$ cat src/rtl/gf180mcu_fd_io__asig_bank_ctrl.sv
// Analog pad bank switch controller: break-before-make channel select with settle timing.
// Latency: REQ accept edge to READY is BBM_CYC+SETTLE_CYC+1 edges; all outputs registered.
// Backpressure: REQ is ignored while BUSY; requester holds REQ until ACK. Option: ASIG_BANK_ISOLATE_EN adds ISO.
module gf180mcu_fd_io__asig_bank_ctrl #(
    parameter int NCH        = 4,
    parameter int BBM_CYC    = 3,
    parameter int SETTLE_CYC = 8,
    localparam int SW        = (NCH > 2) ? $clog2(NCH) : 1
) (
    input  logic           CLK,
    input  logic           RST,
    input  logic [SW-1:0]  SEL,
    input  logic           REQ,
    input  logic           DIS,
    output logic           ACK,
    output logic           ERR,
    output logic           BUSY,
    output logic           READY,
    output logic [NCH-1:0] EN_SW,
    output logic [SW-1:0]  CUR
`ifdef ASIG_BANK_ISOLATE_EN
    ,
    output logic [NCH-1:0] ISO
`endif
);

    localparam int MAXC = (BBM_CYC > SETTLE_CYC) ? BBM_CYC : SETTLE_CYC;
    localparam int CW   = $clog2(MAXC + 1);

    localparam logic [CW-1:0] BBM_LD    = CW'(BBM_CYC - 1);
    localparam logic [CW-1:0] SETTLE_LD = CW'(SETTLE_CYC - 1);
    localparam logic [SW:0]   NCH_V     = NCH[SW:0];

    typedef enum logic [1:0] {
        S_OFF,
        S_BREAK,
        S_SETTLE,
        S_ON
    } state_t;

    state_t          state_q, state_d;
    logic [CW-1:0]   cnt_q, cnt_d;
    logic [SW-1:0]   tgt_q, tgt_d;
    logic [SW-1:0]   cur_d;
    logic            ack_d, err_d, busy_d, ready_d;
    logic [NCH-1:0]  en_d;
    logic            sel_valid;

    assign sel_valid = ({1'b0, SEL} < NCH_V);

    // Next-state, counter and next-output decode; outputs are derived from the next state
    // so that every output flop changes on the same edge as the state it reflects.
    always_comb begin
        state_d = state_q;
        cnt_d   = cnt_q;
        tgt_d   = tgt_q;
        ack_d   = 1'b0;
        err_d   = 1'b0;
        case (state_q)
            S_OFF: begin
                if (REQ) begin
                    if (sel_valid) begin
                        tgt_d   = SEL;
                        ack_d   = 1'b1;
                        state_d = S_BREAK;
                        cnt_d   = BBM_LD;
                    end else begin
                        err_d = 1'b1;
                    end
                end
            end
            S_BREAK: begin
                if (cnt_q == '0) begin
                    state_d = S_SETTLE;
                    cnt_d   = SETTLE_LD;
                end else begin
                    cnt_d = cnt_q - CW'(1);
                end
            end
            S_SETTLE: begin
                if (cnt_q == '0) begin
                    state_d = S_ON;
                end else begin
                    cnt_d = cnt_q - CW'(1);
                end
            end
            S_ON: begin
                if (REQ) begin
                    if (sel_valid) begin
                        ack_d = 1'b1;
                        // Re-selecting the live channel keeps the switch closed untouched.
                        if (SEL != tgt_q) begin
                            tgt_d   = SEL;
                            state_d = S_BREAK;
                            cnt_d   = BBM_LD;
                        end
                    end else begin
                        err_d = 1'b1;
                    end
                end
            end
            default: begin
                state_d = S_OFF;
                cnt_d   = '0;
            end
        endcase

        // Disconnect wins over any request in the same cycle.
        if (DIS) begin
            state_d = S_OFF;
            cnt_d   = '0;
            ack_d   = 1'b0;
            err_d   = 1'b0;
        end

        busy_d  = (state_d == S_BREAK) || (state_d == S_SETTLE);
        ready_d = (state_d == S_ON);
        cur_d   = (state_d == S_ON) ? tgt_d : CUR;
        en_d    = '0;
        for (int i = 0; i < NCH; i++) begin
            en_d[i] = ((state_d == S_SETTLE) || (state_d == S_ON)) && (tgt_d == SW'(i));
        end
    end

    // State, counter, target and registered outputs.
    always_ff @(posedge CLK) begin
        if (RST) begin
            state_q <= S_OFF;
            cnt_q   <= '0;
            tgt_q   <= '0;
            ACK     <= 1'b0;
            ERR     <= 1'b0;
            BUSY    <= 1'b0;
            READY   <= 1'b0;
            EN_SW   <= '0;
            CUR     <= '0;
        end else begin
            state_q <= state_d;
            cnt_q   <= cnt_d;
            tgt_q   <= tgt_d;
            ACK     <= ack_d;
            ERR     <= err_d;
            BUSY    <= busy_d;
            READY   <= ready_d;
            EN_SW   <= en_d;
            CUR     <= cur_d;
        end
    end

`ifdef ASIG_BANK_ISOLATE_EN
    // Clamp every pad except the one whose switch is closed; tracks EN_SW edge for edge.
    always_ff @(posedge CLK) begin
        if (RST) begin
            ISO <= '1;
        end else begin
            ISO <= ~en_d;
        end
    end
`endif

endmodule
$ cat config.mk
export PLATFORM = sky130hd
export DESIGN_NAME = gf180mcu_fd_io__asig_bank_ctrl
export DESIGN_NICKNAME = d
export VERILOG_FILES = /design/src/rtl/gf180mcu_fd_io__asig_bank_ctrl.sv
export SDC_FILE = /design/constraint.sdc
export NUM_CORES = 1
export LEC_CHECK = 0
export ABC_AREA = 1
export BUFFER_PORTS_ARGS = -buffer_cell sky130_fd_sc_hd__buf_2
export CAP_MARGIN = 25
export CORE_MARGIN = 10
export CORE_UTILIZATION = 50
export DETAILED_ROUTE_END_ITERATION = 7
export MAX_ROUTING_LAYER = met4
export PLACE_DENSITY = 0.72
export REMOVE_ABC_BUFFERS = 1
export SYNTH_ARGS = -nofsm -noshare
export SYNTH_HDL_FRONTEND = slang
export SYNTH_SLANG_ARGS = --single-unit
$ cat constraint.sdc
create_clock -name CLK -period 2.8 [get_ports CLK]
set_clock_uncertainty 0.2 [all_clocks]
set_input_delay 0.28 -clock CLK [delete_from_list [all_inputs] [get_ports CLK]]
set_output_delay 0.28 -clock CLK [all_outputs]
set_load 0.01 [all_outputs]
**Yosys cells after proc, flatten, opt, wreduce, memory -nomap -nowiden**

Cells that the tools add are included.

- Equality and inequality tests: 14
- Reduce and logical (&&, ||, !) cells: 13
- Bitwise logic cells: 1
- Mux-type cells: 18
- Add/sub/neg operators: 1

Operators by type and width:

| kind | count |
|---|---|
| 4-bit 2-to-1 mux | 5 |
| 2-bit 2-to-1 mux | 9 |
| 4-bit one-hot mux with 4 select lines | 1 |
| 2-bit == test, second input constant | 6 |
| 2-bit inequality test, second input constant | 4 |
| 2-bit one-hot mux with 4 select lines | 1 |
| 2-bit by 1-bit == test with 1-bit output, second input constant | 3 |
| 1-bit logical AND | 4 |
| 2-bit logical NOT | 2 |
| 4-bit logical NOT | 1 |
| 2-bit one-hot mux with 2 select lines | 1 |
| 4-bit AND reduction | 1 |
| 2-bit OR reduction | 2 |
| 4-bit by 1-bit subtractor with 4-bit output, second input constant | 1 |
| 3-bit OR reduction | 1 |
| 1-bit logical OR | 2 |
| 2-bit inequality test | 1 |
| 1-bit 2-to-1 mux | 1 |
| 1-bit NOT | 1 |

- Bits in registers: 17
- Output and inout port bits: 10
- Input bits: 6

**Longest topological paths before layout**

- Depth in word-level cells: 8
- Depth in mapped cells: 15
- Mapped depth without buffers: 15

**Worst setup path before layout**

OpenSTA, ideal clock, no wires.

- Path kind: register -> register
- From: reg state_q[1]
- To: reg EN_SW[2]
- Arrival time: 1.687 ns
- Setup slack: 0.801 ns
- Path buffers: 0
- Stages on the path, launching flop included: 15
- Path through: dfxtp_1 -> inv_1 -> ha_1 -> inv_1 -> nor2_1 -> inv_1 -> nand2_1 -> nand2_1 -> nand2_1 -> nand2_1 -> inv_1 -> ha_1 -> or2_2 -> nand2_1 -> nor2_1

- Cells in the longest elaborated chain, start to end: 7
- Elaborated cells on any way between the ends: 17
- Those cells by class: 6 x eq/ne; 8 x mux; 3 x reduce/logical

Ends and longest elaborated chain:

| item | line | text |
|---|---|---|
| from (decl) | 41 | `state_t state_q, state_d;` |
| from (signal assigned) | 138 | `state_q <= state_d;` |
| 2-bit 2-to-1 mux | 92 | `if (SEL != tgt_q) begin` |
| 2-bit 2-to-1 mux | 88 | `if (REQ) begin` |
| 2-bit one-hot mux with 4 select lines (*) | 59 | `case (state_q)` |
| 2-bit 2-to-1 mux (*) | 109 | `if (DIS) begin` |
| named net state_d[1] | 41 |  |
| 2-bit == test (*) | -- |  |
| named net ready_d | 45 | `logic ack_d, err_d, busy_d, ready_d;` |
| 1-bit logical OR (*) | 121 | `en_d[i] = ((state_d == S_SETTLE) \|\| (state_d == S_ON)) && (tgt_d == SW'(i));` |
| 1-bit logical AND (*) | 121 |  |
| to (signal assigned) | 145 | `EN_SW <= en_d;` |
| to (decl) | 19 | `output logic [NCH-1:0] EN_SW,` |

Mark *: on every way through the listed nets, which the timed path passes. The rest lies on a longest branch.
A chain may end at the register's enable or synchronous reset.

**Final worst setup path**

- From: reg state_q[1]
- To: reg EN_SW[3]

The elaborated chain is that of the path after synthesis.

==> flow_metrics.py <==
metrics = {
    "status": {
        "status": "finished clean",
    },
    "drt": {
        "drt-wirelength-per-cell_um": 10.4,
        "vias": 795,
        "dr.pass1.iters": 4,
        "drc_errors": 0,
        "ant_nets": 0,
        "via_per_inst": 4.62,
        "routed_wl_mm": 1.79,
        "first_iter_violations": 7,
    },
    "worst_setup_path": {
        "reg2reg_depth": 14,
        "cp.arrival_ns": 2.17,
        "required_ns": 2.78,
        "worstReg2RegStart": "state_q[1]",
        "end_kind": "flop",
        "crit_type": "flop to flop",
        "reg2reg_to": "EN_SW[3]",
        "ff2ff_setup_slack_ns": 0.61,
        "worstPathMaxFanout": 6,
        "crit_path_start_kind": "flop",
    },
    "cells_and_area": {
        "layout-drive-gt1-share": 0.224,
        "nets": 162,
        "layoutNonFillerInstCount": 172,
        "fillers": 177,
        "final_core_util": 0.604,
        "final_cell_mix": "nand2_1 (24), nor2_1 (21), inv_1 (20)",
        "n_antenna_cell": 0,
        "layout_commonest_cell": "nand2_1",
        "syn2layout_area_growth_pct": 12.4,
        "fin_area_mm2": 0.00105,
    },
    "clock_network": {
        "cts_tree": "built",
        "clkSinkCount": 17,
        "cts_buffers": 3,
        "cts-resized-gates": 0,
        "cts_buffer_depth": 2,
        "postCtsSetupBuffers": 0,
        "htree_levels": 1,
        "clk_pin_slew_ns": 0.09,
        "cts_root_buffer": "clkbuf_4",
        "hold_buffers": 0,
        "clock_latency_ns": 0.28,
    },
    "placed_design": {
        "placed_cells": 168,
        "gp_congestion": 0.913,
        "hpwl_mm": 1.47,
        "dp_slack_ns": 0.624,
        "placed_area_mm2": 0.00103,
        "portBuffers": 14,
    },
    "worst_hold_path": {
        "worstHoldPathCells": 2,
        "min_from": "RST",
        "whs_endpoint": "state_q[0]",
        "hold_class": "input port to flop",
    },
    "logic_synthesis": {
        "yosysTopAreaCell": "dfxtp_1",
        "synthesis.area_um2": 938,
        "async_reset_ff_frac": 0,
        "syn_avg_cell_area_um2": 7.16,
        "synth_edf_count": 0,
        "seq_area_frac_synth": 0.363,
        "yosys_warnings": 0,
        "ys_top_cells_by_area": "dfxtp_1 (36%), ha_1 (11%), nand2_1 (9.6%)",
        "ys_types": 27,
        "synth_seq_cells": 17,
        "synth_flop_cell": "dfxtp_1",
        "synth_top_area_frac": 0.363,
        "syn-instance-count": 131,
    },
    "floorplanning": {
        "die-area_mm2": 0.00401,
        "design.core.area_mm2": 0.00175,
        "ioPinCount": 16,
        "die_y_um": 63.3,
        "row_count": 15,
        "die_width_um": 63.3,
        "start_util": 0.538,
    },
    "power_and_ir_drop": {
        "p_comb_frac": 0.214,
        "p_clk_frac": 0.258,
        "power_leakage_nw": 0.551,
        "p_total_mw": 0.487,
        "peakVddDrop_uv": 310,
        "seqPwrFrac": 0.528,
        "switchingPower_mw": 0.141,
        "p_int_mw": 0.346,
        "p_sw_frac": 0.289,
        "power.density_mw_per_mm2": 462,
    },
    "flow_run": {
        "cap_violations": 0,
    },
    "sta": {
        "fmax_ghz": 0.457,
        "setup_ws_ns": 0.612,
        "setup_violations": 0,
        "min_period_ns": 2.19,
        "fin_crit_sh": 0.781,
        "fin_hold_ws_ns": 0.0467,
        "hold_violations": 0,
        "rsz0062_at_grt": "no",
        "finalMaxSlewViolations": 0,
        "final.setup.tns_ns": 0,
    },
    "global_routing": {
        "overflow": 0,
        "antenna_found_initial": 0,
        "grtUsageTotal": 0.0982,
        "grt_pass1_vias": 762,
        "grt_max_degree": 10,
        "grt_pass1_wl_mm": 3.24,
    },
}
metal layers:
| layer | GRT usage | wire (um) | vias to the layer above |
|---|---|---|---|
| met5 | - | 0 | - |
| met1 | 0.104 | 819 | 349 |
| li1 | - | - | 429 |
| met4 | 0.0246 | 13 | 0 |
| met2 | 0.162 | 853 | 15 |
| met3 | 0.0459 | 105 | 2 |
cells in the mapped netlist, types with 2 or more instances:
master / n
nand3_1: 3
nor2_1: 21
dfxtp_1: 17
inv_1: 20
nor2_2: 4
inv_2: 4
o21ai_0: 5
ha_1: 8
a21oi_1: 6
nand2_1: 24
nand2_2: 2
or2_1: 2
cells by family (layout without fill, tap and decap cells):
kind of cell | count (synthesis) | after routing | share of synthesized area
buffers and inverters | 26 | 42 | 0.108
xor gates and xnor gates | 2 | 2 | 0.0187
and+or+nand+nor | 62 | 62 | 0.303
DFF | 17 | 17 | 0.363
AOI/OAI and AO/OA | 15 | 15 | 0.0973
adders and majority gates | 8 | 8 | 0.107
other | 1 | 1 | 0.00400
power by group through the flow:
stage / Clock, mW / Combinational (mW) / Sequential (mW)
floorplan: 0 / 0.0772 / 0.264
global placement: 0 / 0.103 / 0.263
detailed placement: 0 / 0.104 / 0.263
CTS: 0.133 / 0.105 / 0.257
global route: 0.141 / 0.121 / 0.259
finish: 0.126 / 0.104 / 0.257
worst max-delay path by stage:
stage,from,endpoint,slack [ns]
2_1_floorplan,state_q[1],EN_SW[2],0.80
3_3_place_gp,state_q[1],EN_SW[3],0.66
3_5_place_dp,state_q[1],EN_SW[3],0.62
4_1_cts,state_q[1],EN_SW[3],0.60
5_1_grt,state_q[1],EN_SW[3],0.40
6_report,state_q[1],EN_SW[3],0.61
final cells by class:
type | instances | area [um2] | share of cell area
clock buffer | 4 | 26.3 | 0.0249
inverter | 24 | 90.1 | 0.0854
tap | 25 | 31.3 | 0.0297
timing repair buffer | 14 | 70.1 | 0.0664
multi-input combinational | 88 | 497 | 0.471
sequential | 17 | 340 | 0.323
registers in the layout (all words and copies together) (netlist names):
signal / cells
EN_SW: 4
cnt_q: 4
CUR: 2
state_q: 2
tgt_q: 2
ACK: 1
BUSY: 1
READY: 1
critical path: stages (launching register included):
cell	delay, ns
dfxtp_1	0.38
inv_1	0.11
ha_1	0.22
inv_1	0.07
nor2_1	0.05
inv_1	0.07
nand2_1	0.05
nand2_1	0.06
nand2_1	0.04
nand2_1	0.07
inv_1	0.06
ha_1	0.23
or2_2	0.32
nand2_1	0.09
nor2_1	0.06
Note: power is estimated with default switching activity, not from simulation.
